===== config.mk =====
export PLATFORM = sky130hd
export DESIGN_NAME = irq_event_ctrl_flat
export DESIGN_NICKNAME = d
export VERILOG_FILES = /design/src/rtl/irq_event_ctrl_pkg.sv /design/src/rtl/irq_event_ctrl_if.sv /design/src/rtl/irq_event_ctrl_edge_detect.sv /design/src/rtl/irq_event_ctrl.sv /design/src/flat_wrapper.sv
export SDC_FILE = /design/constraint.sdc
export NUM_CORES = 1
export LEC_CHECK = 0
export ABC_AREA = 1
export BUFFER_PORTS_ARGS = -buffer_cell sky130_fd_sc_hd__buf_2
export CAP_MARGIN = 20
export CORE_MARGIN = 3
export CORE_UTILIZATION = 40
export CTS_CLUSTER_SIZE = 14
export DETAILED_ROUTE_END_ITERATION = 12
export PLACE_DENSITY = 0.66
export SLEW_MARGIN = 20
export SYNTH_ARGS = -nofsm -noshare
export SYNTH_HDL_FRONTEND = slang
export SYNTH_SLANG_ARGS = --single-unit

===== constraint.sdc =====
create_clock -name clk -period 11.7 [get_ports clk]
set_input_delay 0.585 -clock clk [delete_from_list [all_inputs] [get_ports clk]]
set_output_delay 0.585 -clock clk [all_outputs]
set_load 0.02 [all_outputs]

===== src/rtl/irq_event_ctrl_pkg.sv =====
// Shared constants and types for the interrupt/event status block.
package irq_event_pkg;
    localparam logic [1:0] ADDR_PENDING  = 2'b00;
    localparam logic [1:0] ADDR_OVERFLOW = 2'b01;
    localparam logic [1:0] ADDR_MASKED   = 2'b10;
    localparam logic [1:0] ADDR_EVCOUNT  = 2'b11;

    localparam int EVCOUNT_W = 16;

    typedef enum logic [1:0] {
        IDLE    = 2'd0,
        ACTIVE  = 2'd1,
        HOLDOFF = 2'd2
    } irq_state_t;
endpackage


===== src/rtl/irq_event_ctrl_if.sv =====
// Avalon-MM slave port for the status registers (fixed read latency 1).
interface irq_event_ctrl_if #(
    parameter int DATA_REG_BITS = 32
);
    logic [1:0]               address;
    logic                     read;
    logic                     write;
    logic [DATA_REG_BITS-1:0] writedata;
    logic [DATA_REG_BITS-1:0] readdata;
    logic                     readdatavalid;

    modport master (
        output address, read, write, writedata,
        input  readdata, readdatavalid
    );

    modport slave (
        input  address, read, write, writedata,
        output readdata, readdatavalid
    );
endinterface


===== src/rtl/irq_event_ctrl_edge_detect.sv =====
// Per-source rising-edge detector; prev resets to 0 so a line high at reset release counts as a rise.
module irq_edge_detect #(
    parameter int WIDTH = 8
) (
    input  logic             clk,
    input  logic             rst_n,
    input  logic [WIDTH-1:0] level,
    output logic [WIDTH-1:0] rise
);
    logic [WIDTH-1:0] prev;

    always_ff @(posedge clk or negedge rst_n) begin
        if (!rst_n) prev <= '0;
        else        prev <= level;
    end

    assign rise = level & ~prev;
endmodule


===== src/rtl/irq_event_ctrl.sv =====
// Sticky event capture, W1C status registers and a holdoff-limited level interrupt toward the HPS.
//   state   | meaning
//   IDLE    | irq low, waiting for a masked-in pending bit
//   ACTIVE  | irq high until no masked-in pending bit remains
//   HOLDOFF | irq low for HOLDOFF_CYCLES; pending work re-arms straight to ACTIVE
module irq_event_ctrl
    import irq_event_pkg::*;
#(
    parameter int DATA_REG_BITS  = 32,
    parameter int NUM_SOURCES    = 8,
    parameter int HOLDOFF_CYCLES = 4
) (
    input  logic                   clk,
    input  logic                   rst_n,
    input  logic [NUM_SOURCES-1:0] event_in,
    input  logic [7:0]             mask,
    irq_event_ctrl_if.slave        bus,
    output logic                   irq
);
    localparam int HW      = $clog2(HOLDOFF_CYCLES + 1);
    localparam int EVSUM_W = EVCOUNT_W + 1;

    logic [NUM_SOURCES-1:0]   rise, pending, overflow, pend_clr, ovf_clr;
    logic [EVCOUNT_W-1:0]     evcount;
    logic [EVSUM_W-1:0]       ev_sum;
    logic [3:0]               rise_cnt;
    logic [DATA_REG_BITS-1:0] rd_mux;
    logic                     any, ev_clr;
    logic                     unused_bits;
    irq_state_t               state, state_nxt;
    logic [HW-1:0]            hold_cnt, hold_cnt_nxt;

    irq_edge_detect #(.WIDTH(NUM_SOURCES)) u_edge (
        .clk   (clk),
        .rst_n (rst_n),
        .level (event_in),
        .rise  (rise)
    );

    assign pend_clr = (bus.write && bus.address == ADDR_PENDING)  ? bus.writedata[NUM_SOURCES-1:0] : '0;
    assign ovf_clr  = (bus.write && bus.address == ADDR_OVERFLOW) ? bus.writedata[NUM_SOURCES-1:0] : '0;
    assign ev_clr   = bus.write && bus.address == ADDR_EVCOUNT;
    assign unused_bits = ^{bus.writedata, mask};

    always_comb begin
        rise_cnt = '0;
        for (int i = 0; i < NUM_SOURCES; i++) rise_cnt = rise_cnt + 4'(rise[i]);
    end

    assign ev_sum = {1'b0, evcount} + EVSUM_W'(rise_cnt);

    // Set terms are ORed after the clear so a same-cycle rise always wins.
    always_ff @(posedge clk or negedge rst_n) begin
        if (!rst_n) begin
            pending  <= '0;
            overflow <= '0;
            evcount  <= '0;
        end else begin
            pending  <= (pending & ~pend_clr) | rise;
            overflow <= (overflow & ~ovf_clr) | (rise & pending);
            if (ev_clr)          evcount <= '0;
            else if (ev_sum[EVCOUNT_W]) evcount <= '1;
            else                 evcount <= ev_sum[EVCOUNT_W-1:0];
        end
    end

    always_comb begin
        rd_mux = '0;
        case (bus.address)
            ADDR_PENDING:  rd_mux = DATA_REG_BITS'(pending);
            ADDR_OVERFLOW: rd_mux = DATA_REG_BITS'(overflow);
            ADDR_MASKED:   rd_mux = DATA_REG_BITS'(pending & mask[NUM_SOURCES-1:0]);
            ADDR_EVCOUNT:  rd_mux = DATA_REG_BITS'(evcount);
            default:       rd_mux = '0;
        endcase
    end

    always_ff @(posedge clk or negedge rst_n) begin
        if (!rst_n) begin
            bus.readdata      <= '0;
            bus.readdatavalid <= 1'b0;
        end else begin
            bus.readdatavalid <= bus.read;
            if (bus.read) bus.readdata <= rd_mux;
        end
    end

    assign any = |(pending & mask[NUM_SOURCES-1:0]);

    always_comb begin
        state_nxt    = state;
        hold_cnt_nxt = hold_cnt;
        case (state)
            IDLE:    if (any) state_nxt = ACTIVE;
            ACTIVE:  if (!any) begin
                         state_nxt    = HOLDOFF;
                         hold_cnt_nxt = HW'(HOLDOFF_CYCLES - 1);
                     end
            HOLDOFF: if (hold_cnt == '0) state_nxt = any ? ACTIVE : IDLE;
                     else                hold_cnt_nxt = hold_cnt - HW'(1);
            default: state_nxt = IDLE;
        endcase
    end

    always_ff @(posedge clk or negedge rst_n) begin
        if (!rst_n) begin
            state    <= IDLE;
            hold_cnt <= '0;
            irq      <= 1'b0;
        end else begin
            state    <= state_nxt;
            hold_cnt <= hold_cnt_nxt;
            irq      <= (state_nxt == ACTIVE);
        end
    end
endmodule


===== src/flat_wrapper.sv =====
// flat-port wrapper written by rule: the top's interface ports become plain ports
module irq_event_ctrl_flat import irq_event_pkg::*;
#(
    parameter int DATA_REG_BITS  = 32,
    parameter int NUM_SOURCES    = 8,
    parameter int HOLDOFF_CYCLES = 4
)
  (clk, rst_n, event_in, mask, irq, bus_address, bus_read, bus_write, bus_writedata, bus_readdata, bus_readdatavalid);
  irq_event_ctrl_if #(.DATA_REG_BITS(DATA_REG_BITS)) bus_i ();
  input  logic clk;
  input  logic rst_n;
  input  logic [NUM_SOURCES-1:0] event_in;
  input  logic [7:0] mask;
  output logic irq;
  input wire logic [$bits(bus_i.address)-1:0] bus_address;
  input wire logic [$bits(bus_i.read)-1:0] bus_read;
  input wire logic [$bits(bus_i.write)-1:0] bus_write;
  input wire logic [$bits(bus_i.writedata)-1:0] bus_writedata;
  output wire logic [$bits(bus_i.readdata)-1:0] bus_readdata;
  output wire logic [$bits(bus_i.readdatavalid)-1:0] bus_readdatavalid;
  assign bus_i.address = bus_address;
  assign bus_i.read = bus_read;
  assign bus_i.write = bus_write;
  assign bus_i.writedata = bus_writedata;
  assign bus_readdata = bus_i.readdata;
  assign bus_readdatavalid = bus_i.readdatavalid;
  irq_event_ctrl #(.DATA_REG_BITS(DATA_REG_BITS), .NUM_SOURCES(NUM_SOURCES), .HOLDOFF_CYCLES(HOLDOFF_CYCLES)) u_core (.clk(clk), .rst_n(rst_n), .event_in(event_in), .mask(mask), .bus(bus_i), .irq(irq));
endmodule

==> metrics.yaml <==
layout:
  drive_above_1_share: 0.149
  final_cell_area_sq_um: 3960
  fillCellCount: 818
  n_antenna_cell: 0
  postLayoutCoreUtil: 0.475
  stdcell_count: 596
  final_nets: 558
  area_growth_pct: 13.8
floorplanning:
  io_pins: 88
  dieHeight_um: 99.3
  die_x_um: 99.3
  die-area_sq_um: 9860
  coreArea_sq_um: 8340
  start_util: 0.417
  row_count: 33
route:
  drt-total-wl_mm: 7.79
  drt_iter0_drc: 172
  route.detailed.drc: 0
  firstDrtPassIters: 4
  wl_per_cell_um: 13.1
  num_vias: 2899
  viasPerCell: 4.86
  ant_nets: 0
yosys:
  synth_cell_type_count: 28
  synth-seq-area-share: 0.453
  netlist_area_sq_um: 3480
  synth_area_per_cell_sq_um: 8.04
  synth-seq-cells: 63
  netlist_instances: 433
  synth_warnings: 0
power:
  power_density_nw_per_um2: 157
  leakagePower_nw: 2.10
  power_mw: 0.622
  ir_worst_vdd_uv: 47.9
critical_path:
  critPathCaptureType: "register"
  startpoint_type: "register"
  cp-startpoint: "u_core.u_edge.prev[0]"
  critPathKind: "register to register"
  critPathRequiredTime_ps: 11980
  path_max_fanout: 15
  ff2ff_setup_slack_ps: 7500
  cpLargestDelayFamily: "adder cells"
  r2r_cells: 14
  cp.depth: 14
  endpoint: "u_core.evcount[9]"
  cp_common_cell: "fa_1"
  crit_arrival_ps: 4480
  crit_slowest_cell: "fa_1"
  r2r-start: "u_core.u_edge.prev[0]"
  max_stage_delay_ps: 510
  path_cells: "nor2_1, ha_1, inv_1, fa_1, fa_1, fa_1, fa_1, fa_1, nand3b_1, nand2_2, nand3_2, nand3_1, nand2_1, inv_1"
  crit_buf_inv: 2
  reg2reg_to: "u_core.evcount[9]"
timing:
  tightest_slew_ps: 775
  hold_slack_ps: 363
  relSlewSlack: 0.483
  setup-tns-final_ps: 0
  finalHoldViolCount: 0
  slew_viol_final: 0
  worst_slack_ps: 7500
  fin_crit_ps: 4200
  setup_violations: 0
  fmax_mhz: 238
  fin_crit_sh: 0.359
  finClkSkew_ps: 8.88
  rsz0062_at_grt: "no"
placed_design:
  port-buffer-count: 47
  dp_hpwl_mm: 5.92
  gp_congestion: 0.879
  post-place-cells: 580
  pre_cts_ws_ps: 7150
  placed_cell_area_sq_um: 3750
status:
  status: "completed"
clock_tree:
  clk_latency_ps: 340
  cts_max_path_buffers: 2
  cts_hold_buf: 0
  cts_max_level: 3
  cts_made_buffers: 9
  root_buffer: "clkbuf_8"
  cts_tree: "built"
  clk_pin_slew_worst_paths_ps: 70
  post_cts_resized: 0
  cts.sinks: 63
  postCtsSetupBuffers: 0
grt:
  grtUsageTotal: 0.168
  grt_max_degree: 64
  grt_pass1_wl_mm: 13.1
  grt_overflow: 0
  grt_pass1_vias: 2815
  antenna_found_initial: 0
worst_hold_path:
  hp-class: "input pin to register"
job:
  maxCapViolCount: 0
worst min-delay path by stage:
stage / slack, ps / from / cells after the start / to
6_report: 360 / event_in[7] / 1 / u_core.u_edge.prev[7]
5_1_grt: 350 / event_in[7] / 1 / u_core.u_edge.prev[7]
4_1_cts: 350 / event_in[7] / 1 / u_core.u_edge.prev[7]
3_5_place_dp: 460 / u_core.bus.readdata[10] / 2 / u_core.bus.readdata[10]
3_3_place_gp: 460 / u_core.bus.readdata[0] / 2 / u_core.bus.readdata[0]
2_1_floorplan: 290 / rst_n / 0 / u_core.bus.readdata[0]
cells in the mapped netlist, drive strengths merged:
cell type / instances / area (sq um)
nand2: 113 / 432
nand3: 38 / 200
clkinv: 2 / 7.51
dfrtp: 63 / 1580
o21ai: 32 / 160
inv: 67 / 251
nor3: 3 / 15.0
conb: 1 / 3.75
fa: 5 / 100
xor2: 3 / 26.3
o31ai: 5 / 37.5
a21oi: 23 / 115
clkbuf: 1 / 3.75
o22ai: 1 / 6.26
nand3b: 2 / 15.0
nor2: 27 / 109
o211ai: 5 / 37.5
nand4: 2 / 12.5
buf: 20 / 155
xnor2: 4 / 35.0
a31oi: 3 / 18.8
ha: 13 / 163
report_power, final:
group	switching [mW]	total (mW)	internal (mW)
clock	0.0825	0.198	0.115
combinational	0.0978	0.157	0.0592
sequential	0.0218	0.268	0.246
area by class of cell:
class | instances | area (sq um) | share of cell area
clock buffers | 13 | 169 | 0.0426
clock inverters | 3 | 40.0 | 0.0101
inverters | 69 | 259 | 0.0654
multi-input cells | 295 | 1540 | 0.389
flip-flops and latches | 63 | 1580 | 0.398
well taps | 105 | 131 | 0.0332
repair buffers | 48 | 243 | 0.0613
flip-flops by register name, indices dropped and copies added (netlist names):
name,count
u_core.irq,1
u_core.bus.readdatavalid,1
u_core.bus.readdata,16
u_core.evcount,16
u_core.overflow,8
u_core.u_edge.prev,8
u_core.state,2
u_core.pending,8
u_core.hold_cnt,3
logic make-up after synthesis:
family                     share of synthesized area
and+or+nand+nor                                0.225
buffers and inverters                          0.120
DFF                                            0.453
adders and majority gates                     0.0755
other                                        0.00108
AOI/OAI and AO/OA                              0.108
xor gates and xnor gates                      0.0176
routing by layer:
metal / wire, um / part of all wire / global-route usage
met1: 3750 / 0.48 / 0.231
met2: 3560 / 0.46 / 0.257
met3: 317 / 0.041 / 0.0323
met4: 151 / 0.019 / 0.0798
met5: 0 / 0 / 0
cells in the final DEF (no fill, tap or decap), types with 5 or more instances in the layout:
cell type,netlist,layout
dfrtp_1,63,63
nand3_1,36,36
clkbuf_8,0,12
nand2_1,110,110
inv_1,65,65
ha_1,13,13
fa_1,5,5
nor2_1,24,24
a21oi_1,23,23
conb_1,1,16
o211ai_1,5,5
buf_2,1,47
o31ai_1,5,5
o21ai_0,32,32
Note: power is estimated with default switching activity, not from simulation.
